### src/rtl/boot_sequencer.sv
// Boot sequencer: regbus-mapped core bring-up controller; BOOTSEQ_WATCHDOG_EN adds the CYCLES/TIMEOUT watchdog.
// Register reads have one-cycle latency; no backpressure, every regbus strobe is accepted in the cycle it arrives.
module boot_sequencer #(
  parameter logic [15:0] BASE_ADDR      = 16'h1000,
  parameter int unsigned RST_CYCLES     = 16,
  parameter logic [31:0] DRAMBASE_RESET = 32'h2000_0000,
  parameter logic [31:0] ENTRYPC_RESET  = 32'h0000_0000
) (
  input  logic        ACLK,
  input  logic        ARESET,
  input  logic [15:0] WRADDR,
  input  logic [3:0]  BYTEEN,
  input  logic        WREN,
  input  logic [31:0] WDATA,
  input  logic [15:0] RDADDR,
  input  logic        RDEN,
  output logic [31:0] RDATA,
  output logic        core_rst,
  output logic [31:0] dram_base,
  output logic [31:0] entry_pc,
  input  logic        tohost_valid,
  input  logic [31:0] tohost_data,
  output logic        done_irq
);

  typedef enum logic [2:0] {
    IDLE = 3'd0,
    HOLD = 3'd1,
    RUN  = 3'd2,
    DONE = 3'd3,
    TMO  = 3'd4
  } state_t;

  localparam logic [15:0] A_STATUS   = BASE_ADDR + 16'h0000;
  localparam logic [15:0] A_CTRL     = BASE_ADDR + 16'h0004;
  localparam logic [15:0] A_DRAMBASE = BASE_ADDR + 16'h0008;
  localparam logic [15:0] A_ENTRYPC  = BASE_ADDR + 16'h000C;
  localparam logic [15:0] A_TOHOST   = BASE_ADDR + 16'h0010;
  localparam logic [15:0] A_CYCLES   = BASE_ADDR + 16'h0014;
  localparam logic [15:0] A_TIMEOUT  = BASE_ADDR + 16'h0018;
  localparam logic [15:0] RST_LOAD   = 16'(RST_CYCLES - 1);

  state_t      state, state_nxt;
  logic [15:0] rst_cnt;
  logic        ctrl_hold;
  logic [31:0] drambase_reg, entrypc_reg, tohost_reg;
  logic        done_flag, pass_flag, timeout_flag;
  logic        hold_eff, start, term, wdog_hit;
  logic        enter_hold, fin_done, fin_tmo;
  logic        wr_ctrl;
  logic [31:0] rd_mux;

  function automatic logic [31:0] merge(input logic [31:0] cur, input logic [31:0] wd,
                                        input logic [3:0] be);
    logic [31:0] r;
    r = cur;
    for (int b = 0; b < 4; b++)
      if (be[b]) r[8*b +: 8] = wd[8*b +: 8];
    return r;
  endfunction

  // HOLD_RESET takes its post-write value in the same cycle, so 0x3 holds and 0x2 starts.
  assign wr_ctrl  = WREN && (WRADDR == A_CTRL) && BYTEEN[0];
  assign hold_eff = wr_ctrl ? WDATA[0] : ctrl_hold;
  assign start    = wr_ctrl && WDATA[1] && !hold_eff;
  assign term     = tohost_valid && tohost_data[0];
  assign core_rst = (state != RUN);

`ifdef BOOTSEQ_WATCHDOG_EN
  logic [31:0] cycles, timeout_reg;
  assign wdog_hit = (timeout_reg != 32'd0) && (cycles == timeout_reg - 32'd1);

  always_ff @(posedge ACLK) begin
    if (ARESET) begin
      cycles      <= 32'd0;
      timeout_reg <= 32'd5_000_000;
    end else begin
      if (enter_hold) cycles <= 32'd0;
      else if (state == RUN && state_nxt == RUN) cycles <= cycles + 32'd1;
      if (WREN && WRADDR == A_TIMEOUT) timeout_reg <= merge(timeout_reg, WDATA, BYTEEN);
    end
  end
`else
  assign wdog_hit = 1'b0;
`endif

  always_comb begin
    state_nxt  = state;
    enter_hold = 1'b0;
    fin_done   = 1'b0;
    fin_tmo    = 1'b0;
    if (hold_eff) begin
      state_nxt = IDLE;
    end else begin
      case (state)
        IDLE, DONE, TMO: if (start) begin
          state_nxt  = HOLD;
          enter_hold = 1'b1;
        end
        HOLD: if (rst_cnt == 16'd0) state_nxt = RUN;
        RUN: begin
          // A terminating tohost beats the watchdog in the same cycle.
          if (term) begin
            state_nxt = DONE;
            fin_done  = 1'b1;
          end else if (wdog_hit) begin
            state_nxt = TMO;
            fin_tmo   = 1'b1;
          end
        end
        default: state_nxt = IDLE;
      endcase
    end
  end

  always_comb begin
    rd_mux = 32'd0;
    case (RDADDR)
      A_STATUS:   rd_mux = {21'd0, state, 3'd0, timeout_flag, pass_flag, done_flag,
                            (state == RUN), core_rst};
      A_CTRL:     rd_mux = {31'd0, ctrl_hold};
      A_DRAMBASE: rd_mux = drambase_reg;
      A_ENTRYPC:  rd_mux = entrypc_reg;
      A_TOHOST:   rd_mux = tohost_reg;
`ifdef BOOTSEQ_WATCHDOG_EN
      A_CYCLES:   rd_mux = cycles;
      A_TIMEOUT:  rd_mux = timeout_reg;
`endif
      default:    rd_mux = 32'd0;
    endcase
  end

  always_ff @(posedge ACLK) begin
    if (ARESET) begin
      state        <= IDLE;
      rst_cnt      <= 16'd0;
      ctrl_hold    <= 1'b0;
      drambase_reg <= DRAMBASE_RESET;
      entrypc_reg  <= ENTRYPC_RESET;
      tohost_reg   <= 32'd0;
      done_flag    <= 1'b0;
      pass_flag    <= 1'b0;
      timeout_flag <= 1'b0;
      dram_base    <= DRAMBASE_RESET;
      entry_pc     <= ENTRYPC_RESET;
      done_irq     <= 1'b0;
      RDATA        <= 32'd0;
    end else begin
      state    <= state_nxt;
      done_irq <= fin_done || fin_tmo;
      if (wr_ctrl) ctrl_hold <= WDATA[0];
      if (WREN && WRADDR == A_DRAMBASE) drambase_reg <= merge(drambase_reg, WDATA, BYTEEN);
      if (WREN && WRADDR == A_ENTRYPC)  entrypc_reg  <= merge(entrypc_reg, WDATA, BYTEEN);
      if (enter_hold) begin
        dram_base    <= drambase_reg;
        entry_pc     <= entrypc_reg;
        done_flag    <= 1'b0;
        pass_flag    <= 1'b0;
        timeout_flag <= 1'b0;
        rst_cnt      <= RST_LOAD;
      end else if (state == HOLD && rst_cnt != 16'd0) begin
        rst_cnt <= rst_cnt - 16'd1;
      end
      if (fin_done) begin
        tohost_reg <= tohost_data;
        done_flag  <= 1'b1;
        pass_flag  <= (tohost_data == 32'd1);
      end
      if (fin_tmo) begin
        done_flag    <= 1'b1;
        pass_flag    <= 1'b0;
        timeout_flag <= 1'b1;
      end
      if (RDEN) RDATA <= rd_mux;
    end
  end

endmodule

### config.mk
export PLATFORM = sky130hd
export DESIGN_NAME = boot_sequencer
export DESIGN_NICKNAME = d
export VERILOG_FILES = /design/src/rtl/boot_sequencer.sv
export SDC_FILE = /design/constraint.sdc
export NUM_CORES = 1
export LEC_CHECK = 0
export ABC_CLOCK_PERIOD_IN_PS = 1840
export BUFFER_PORTS_ARGS = -buffer_cell sky130_fd_sc_hd__buf_2
export CAP_MARGIN = 0
export CORE_AREA = 2 2 165 118
export CTS_BUF_LIST = sky130_fd_sc_hd__clkbuf_16
export CTS_CLUSTER_SIZE = 8
export DETAILED_ROUTE_END_ITERATION = 8
export DIE_AREA = 0 0 167 120
export HOLD_SLACK_MARGIN = 0.06
export MAX_ROUTING_LAYER = met4
export PLACE_DENSITY = 0.74
export SKIP_LAST_GASP = 1
export SYNTH_ARGS = -nofsm -noshare
export SYNTH_HDL_FRONTEND = slang
export SYNTH_SLANG_ARGS = --single-unit
### constraint.sdc
create_clock -name ACLK -period 1.84 [get_ports ACLK]
set_input_delay 0.276 -clock ACLK [delete_from_list [all_inputs] [get_ports ACLK]]
set_output_delay 0.276 -clock ACLK [all_outputs]
set_load 0.02 [all_outputs]
==> impl_metrics.tcl, run 1 <==
set metrics [dict create \
    status "completed" \
    core_sq_mm 0.0186 \
    dieWidth_microns 167 \
    synth_edf_count 0 \
    vdd_drop_max_uv 635 \
    start_util_pct 47.0 \
    drtAntennaViolNets 0 \
    antenna_found_initial 2 \
    vias 8386 \
    synth_nets 1085 \
    io_buffers 202 \
    gr-usage-met3_pct 5.28 \
    grt_use_met2_pct 40.3 \
    grt_max_degree 164 \
    core.rowCount 42 \
    pre_cts_slack_ns -0.168 \
    route.detailed.drc 0 \
    grt_pass1_wl_mm 41.2 \
    synth_seq_cells 214 \
    synth_compound_area_share_pct 17.7 \
    fp.dieH_microns 120 \
    synth.cells.most_frequent "dfxtp_1 (214), nand2_1 (139), a21oi_1 (105)" \
    place_area_sq_mm 0.0104 \
    synthArstFlopShare_pct 0 \
    grt_pass1_vias 7864 \
    synthTopCellsByArea "dfxtp_1 (49%), mux2i_1 (7.3%), a21oi_1 (6.0%), nand2_1 (6.0%), a22oi_1 (5.3%)" \
    cp.arrival_ns 1.49 \
    synthAdderAreaFrac_pct 0.718 \
    endpoint_kind "output port" \
    layout.nets 1360 \
    muxShareOfSynthArea_pct 7.74 \
    cts.clk_slew.worst_paths_ns 0.05 \
    maxCapViolations 0 \
    clkSinkCount 214 \
    critPathKind "reg -> out" \
    numCtsBuffers 30 \
    gpl.final_weighted_congestion 0.814 \
    synth_top_area_share_pct 49.1 \
    crit_required_ns 1.56 \
    tightest_slew_ns 0.708 \
    r2r-start "rst_cnt[11]$_SDFFE_PP0P_" \
    place_hpwl_mm 17.5 \
    yosysSeqAreaShare_pct 49.1 \
    grt-busiest-layer "met2" \
    yosys.area_share.simple_pct 19.6 \
    synth.avg_cell_area_sq_um 8.94 \
    total_power_mw 10.5 \
    synth_top_family_by_area "simple AND/OR/NAND/NOR gates" \
    worst_slack_ns 0.0782 \
    fin_crit_ns 1.76 \
    htreeDepth 1 \
    tritoncts "yes" \
    num_io_pins 203 \
    slew_viol_final 0 \
    netlist-cell-type-count 54 \
    drtPass1Iterations 5 \
    track_usage_pct 25.9 \
    synth_top_cell_by_area "dfxtp_1" \
    dieArea_sq_mm 0.0200 \
    area_delta_synth_final_pct 35.6 \
    hold_viol_final 0 \
    grt_overflow 0 \
    multi_input_area_sq_mm 0.00415 \
    synth_xor_area_share_pct 1.11 \
    drt_iter0_drc 862 \
    stdcell_area_sq_mm 0.0118 \
    post-route-period-util_pct 95.8 \
    setup_viol 0 \
    regArea_sq_mm 0.00429 \
    path_max_fanout 4 \
    p_leak_nw 4.88 \
    synth_ff_type "dfxtp_1" \
    synth_most_common_cell "dfxtp_1" \
    pwr_density_cell_mw_per_mm2 890 \
    start_kind "flip-flop" \
    wirelength_mm 26.4 \
    slew-limit-headroom_pct 52.8 \
    syn_inst 975 \
    use_met1_pct 35.6 \
    viasPerCell 5.61 \
    min_from "tohost_data[7]" \
    root_buffer "clkbuf_16" \
    fill_cells 1543 \
    final_layout_size_suffix_gt1_share_pct 25.8 \
    crit_start "state[0]$_SDFFE_PP0P_" \
    skew_ns 0.0128 \
    worstSkewPairLatency_ns 0.53 \
    synth_warnings 0 \
    netlist_area_sq_mm 0.00872 \
    fmax_mhz 568 \
    cts.path.max_buffers 3 \
    hold_path_class "in -> reg" \
    post_drt_wl_per_cell_microns 17.7 \
]
-- area by class of cell --
type                       instances  area share, %
multi-input combinational        676           35.1
timing repair buffer             315           19.1
sequential                       214           36.3
inverter                          13          0.413
clock inverter                     2          0.169
clock buffer                      30           6.35
antenna                            2         0.0423
tap                              242           2.56
-- power breakdown --
part | total, mW | internal, mW | leakage, nW | switching, mW
sequential | 4.79 | 4.73 | 1.72 | 0.0605
clock | 4.66 | 2.83 | 0.378 | 1.83
combinational | 1.07 | 0.479 | 2.77 | 0.588
total | 10.5 | 8.04 | 4.88 | 2.48
-- per-layer routing --
metal  vias to the layer above  wire length, microns
met3                        32                  2150
met2                       349                 11700
met1                      3972                 12200
met4                         0                   346
li1                       4033                     -
met5                         -                     0
-- worst paths after layout --
| check | cells after the start | slack [ns] | to |
|---|---|---|---|
| setup / recovery | 4 | 0.08 | core_rst |
| hold reg to reg | 2 | 0.45 | entry_pc[6]$_SDFFE_PP0P_ |
| setup reg to reg | 7 | 0.10 | rst_cnt[1]$_SDFFE_PP0P_ |
| hold / removal | 3 | 0.08 | tohost_reg[7]$_SDFFE_PP0P_ |
-- worst max-delay path: stages, from the launching register on --
cell and delay [ns]:
dfxtp_2 0.36, inv_1 0.09, ha_1 0.24, inv_1 0.11, buf_2 0.17
-- cell families (layout without fill, tap and decap cells) --
kind of cell / after synthesis / in the layout
fa+ha+maj: 5 / 5
simple gates: 332 / 332
xor+xnor: 11 / 11
buf+inv: 85 / 360
other cells: 0 / 2
mux: 67 / 67
flops: 214 / 214
compound gates: 261 / 261
-- timing repair --
action	4_1_cts	5_1_grt
buffers inserted	0	0
resized for setup	0	12
hold buffers	62	0
endpoints found under the setup margin	0	43
hold endpoints to repair	93	0
-- stage by stage --
step           util (%)  hold slack (ns)  setup TNS (ns)  std cells
6_report           63.7           0.0829               0       1494
5_1_grt            63.7           0.0806       -0.000392       1494
4_1_cts            63.4           0.0655               0       1492
3_5_place_dp       55.9            0.442          -13.66       1398
3_3_place_gp       55.9            0.435           -4.94       1398
2_1_floorplan         -            0.385               0        975
-- layout by cell type, fill, tap and decap left out, types with 4 or more instances in the layout --
master and count:
o2111ai_1 4, a22oi_1 62, buf_12 19, nor2_1 84, nand2_1 139, dfxtp_1 213
nand4_1 36, xor2_1 8, nor4_4 6, nand3_1 7, mux2i_1 64, o21ai_0 69
clkbuf_16 30, ha_1 5, nor3_1 5, dlygate4sd3_1 62, nand4_2 4, a21oi_1 105
buf_2 201, nor4_1 9, nand3b_1 4, buf_4 32, inv_1 13
No activity file was read; power rests on OpenSTA's default activity.
==> run 2, diff against run 1 <==
ABC_AREA = 1   (was not set)
CORE_AREA = 2 2 169 121   (was 2 2 165 118)
DIE_AREA = 0 0 171 123   (was 0 0 167 120)
PLACE_DENSITY = 0.76   (was 0.74)
==> run 2 against run 1 <==
  * Sequential cell count did not move
  * Cell count is 27% higher
  * Final area is 3.9% higher
  * First-iteration DRC count increased by 14%
  * Combinational power increased by 50%
  * Clock power increased by 3%
  * Critical endpoint unchanged
==> impl_metrics.tcl, run 2 <==
set metrics [dict create \
    status "completed" \
    root_buffer "clkbuf_16" \
    worst_slack_ns 0.0795 \
    post-route-period-util_pct 95.7 \
    skew_ns 0.00625 \
    p_leak_nw 6.07 \
    critPathKind "reg -> out" \
    dp_cells 1800 \
    synth_top_cell_by_area "dfxtp_1" \
    yosysSeqAreaShare_pct 44.6 \
    track_usage_pct 28.4 \
    clkSinkCount 214 \
    drt_iter0_drc 986 \
    worstSkewPairLatency_ns 0.53 \
    combPwrFrac_pct 14.3 \
    dieWidth_microns 171 \
    slew_viol_final 0 \
    cts.path.max_buffers 3 \
    gpl.final_weighted_congestion 0.911 \
    internal-power_mw 8.33 \
    path_buf_inv 3 \
    timing.setup.tns_ns 0 \
    pre_cts_slack_ns 0.0495 \
    grt_max_degree 74 \
    synth.avg_cell_area_sq_um 7.09 \
    synth_nets 1463 \
    numCtsBuffers 30 \
    tritoncts "yes" \
    place_area_sq_mm 0.0109 \
    cts.clk_slew.worst_paths_ns 0.05 \
    critPathMaxStageDelay_ns 0.37 \
    core_sq_mm 0.0195 \
    synth.cells.most_frequent "nand2_1 (338), dfxtp_1 (214), nor2_1 (204)" \
    maxCapViolations 0 \
    grt_overflow 0 \
    synth_seq_cells 214 \
    final_common_cell "nand2_1" \
    path_max_fanout 5 \
    cts_setup_buffers 0 \
    total_power_mw 11.3 \
    route.detailed.drc 0 \
    cp_top_family "flip-flops" \
    vias 9719 \
    switchingPower_mw 2.95 \
    synth_top_area_share_pct 44.6 \
    synth_most_common_cell "nand2_1" \
    synthArstFlopShare_pct 0 \
    r2r_slack_ns 0.12 \
    core.rowCount 43 \
    hold_path_class "in -> reg" \
    final_layout_size_suffix_gt1_share_pct 21.8 \
    start_kind "flip-flop" \
    netlist-cell-type-count 35 \
    grt_pass1_wl_mm 46.5 \
    synth_ff_type "dfxtp_1" \
    viasPerCell 5.14 \
    cp_slowest_cell "dfxtp_2" \
    drtPass1Iterations 5 \
    synth_warnings 0 \
    postLayoutCoreUtil_pct 63.0 \
    r2r-start "rst_cnt[0]$_SDFFE_PP0P_" \
    fp.dieH_microns 123 \
    worst_hold_slack_ns 0.0686 \
    fin_crit_ns 1.76 \
    pwr_density_cell_mw_per_mm2 919 \
    rsz0062_at_grt "yes" \
    post_drt_wl_per_cell_microns 15.5 \
    rr_endpoint "rst_cnt[6]$_SDFFE_PP0P_" \
    reg2reg_depth 10 \
    min_from "tohost_data[30]" \
    grt_pass1_vias 9295 \
    antenna_found_initial 1 \
    area_delta_synth_final_pct 27.9 \
    cp.depth 4 \
    stdcell_area_sq_mm 0.0123 \
    setup_viol 0 \
    p_sw_share_pct 26.1 \
    endpoint_kind "output port" \
    drtAntennaViolNets 0 \
    dieArea_sq_mm 0.0210 \
    vdd_drop_max_uv 746 \
    io_buffers 202 \
    p_clk_share_pct 42.5 \
    htreeDepth 1 \
    syn_inst 1353 \
    crit_required_ns 1.56 \
    final_cell_mix "nand2_1 (338), dfxtp_1 (213), nor2_1 (202), buf_2 (202), inv_1 (135)" \
    layout.nets 1729 \
    wirelength_mm 29.4 \
    slew-limit-headroom_pct 69.3 \
    tightest_slew_ns 0.457 \
    power.share.sequential_pct 43.2 \
    fin_cells 1890 \
    netlist_area_sq_mm 0.00960 \
    num_io_pins 203 \
    crit_start "state[0]$_SDFFE_PP0P_" \
    cp.arrival_ns 1.48 \
    synthTopCellsByArea "dfxtp_1 (45%), nand2_1 (13%), nor2_1 (8.0%), a21oi_1 (6.2%), inv_1 (5.4%)" \
    synth_edf_count 0 \
    place_hpwl_mm 20.2 \
    start_util_pct 49.3 \
    crit_end "core_rst" \
    hold_viol_final 0 \
    fmax_mhz 568 \
    cp_cell_sequence "inv_1, ha_1, inv_2, buf_2" \
]
==> run 2: worst min-delay path, delay by kind of cell <==
family          cells  cell delay, ns
buf+inv             1            0.11
compound gates      1            0.07
simple gates        1            0.09
==> run 2: power by group through the flow <==
stage	Combinational, mW	Clock (mW)	Sequential [mW]
final	1.61	4.80	4.88
after global routing	1.81	5.03	4.89
after CTS	1.58	4.84	4.87
after detailed placement	1.47	0	4.96
after global placement	1.44	0	4.96
after floorplan	1.05	0	4.94
==> run 2: how the worst min path moves through the flow <==
stage               cells after the start                       endpoint  slack (ns)
finish                                  3    tohost_reg[30]$_SDFFE_PP0P_        0.07
floorplan                               2  drambase_reg[29]$_SDFFE_PP1P_        0.40
CTS                                     3    tohost_reg[26]$_SDFFE_PP0P_        0.06
global route                            3    tohost_reg[26]$_SDFFE_PP0P_        0.07
detailed placement                      2    tohost_reg[28]$_SDFFE_PP0P_        0.45
global placement                        2    tohost_reg[20]$_SDFFE_PP0P_        0.45
==> run 2: cell families after synthesis <==
logic type               share of synthesized area, %
AO/OA/AOI/OAI                                    12.0
XOR/XNOR                                        0.730
AND/OR/NAND/NOR                                  32.1
flip-flops                                       44.6
buffers and inverters                            9.92
adder cells (fa/ha/maj)                         0.652
==> run 2: final cells by class <==
cell class / count / area, sq um
fillers: 1714 / 7200
multi-input cells: 938 / 4370
flip-flops and latches: 214 / 4290
repair buffers: 298 / 1990
clock buffers: 31 / 776
inverters: 137 / 515
well taps: 270 / 338
clock inverters: 1 / 3.75
diodes: 1 / 2.50
==> run 2: metal layers <==
layer | track usage [%] | wire, microns | vias to the layer above
li1 | - | - | 4786
met1 | 39.0 | 13300 | 4429
met2 | 42.9 | 12700 | 443
met3 | 4.87 | 2610 | 61
met4 | 8.53 | 777 | 0
met5 | - | 0 | -
==> run 2: what timing repair did <==
item	4_1_cts	5_1_grt
resized for setup	1	2
hold buffers	57	0
endpoints found under the setup margin	1	2
hold endpoints to repair	85	0
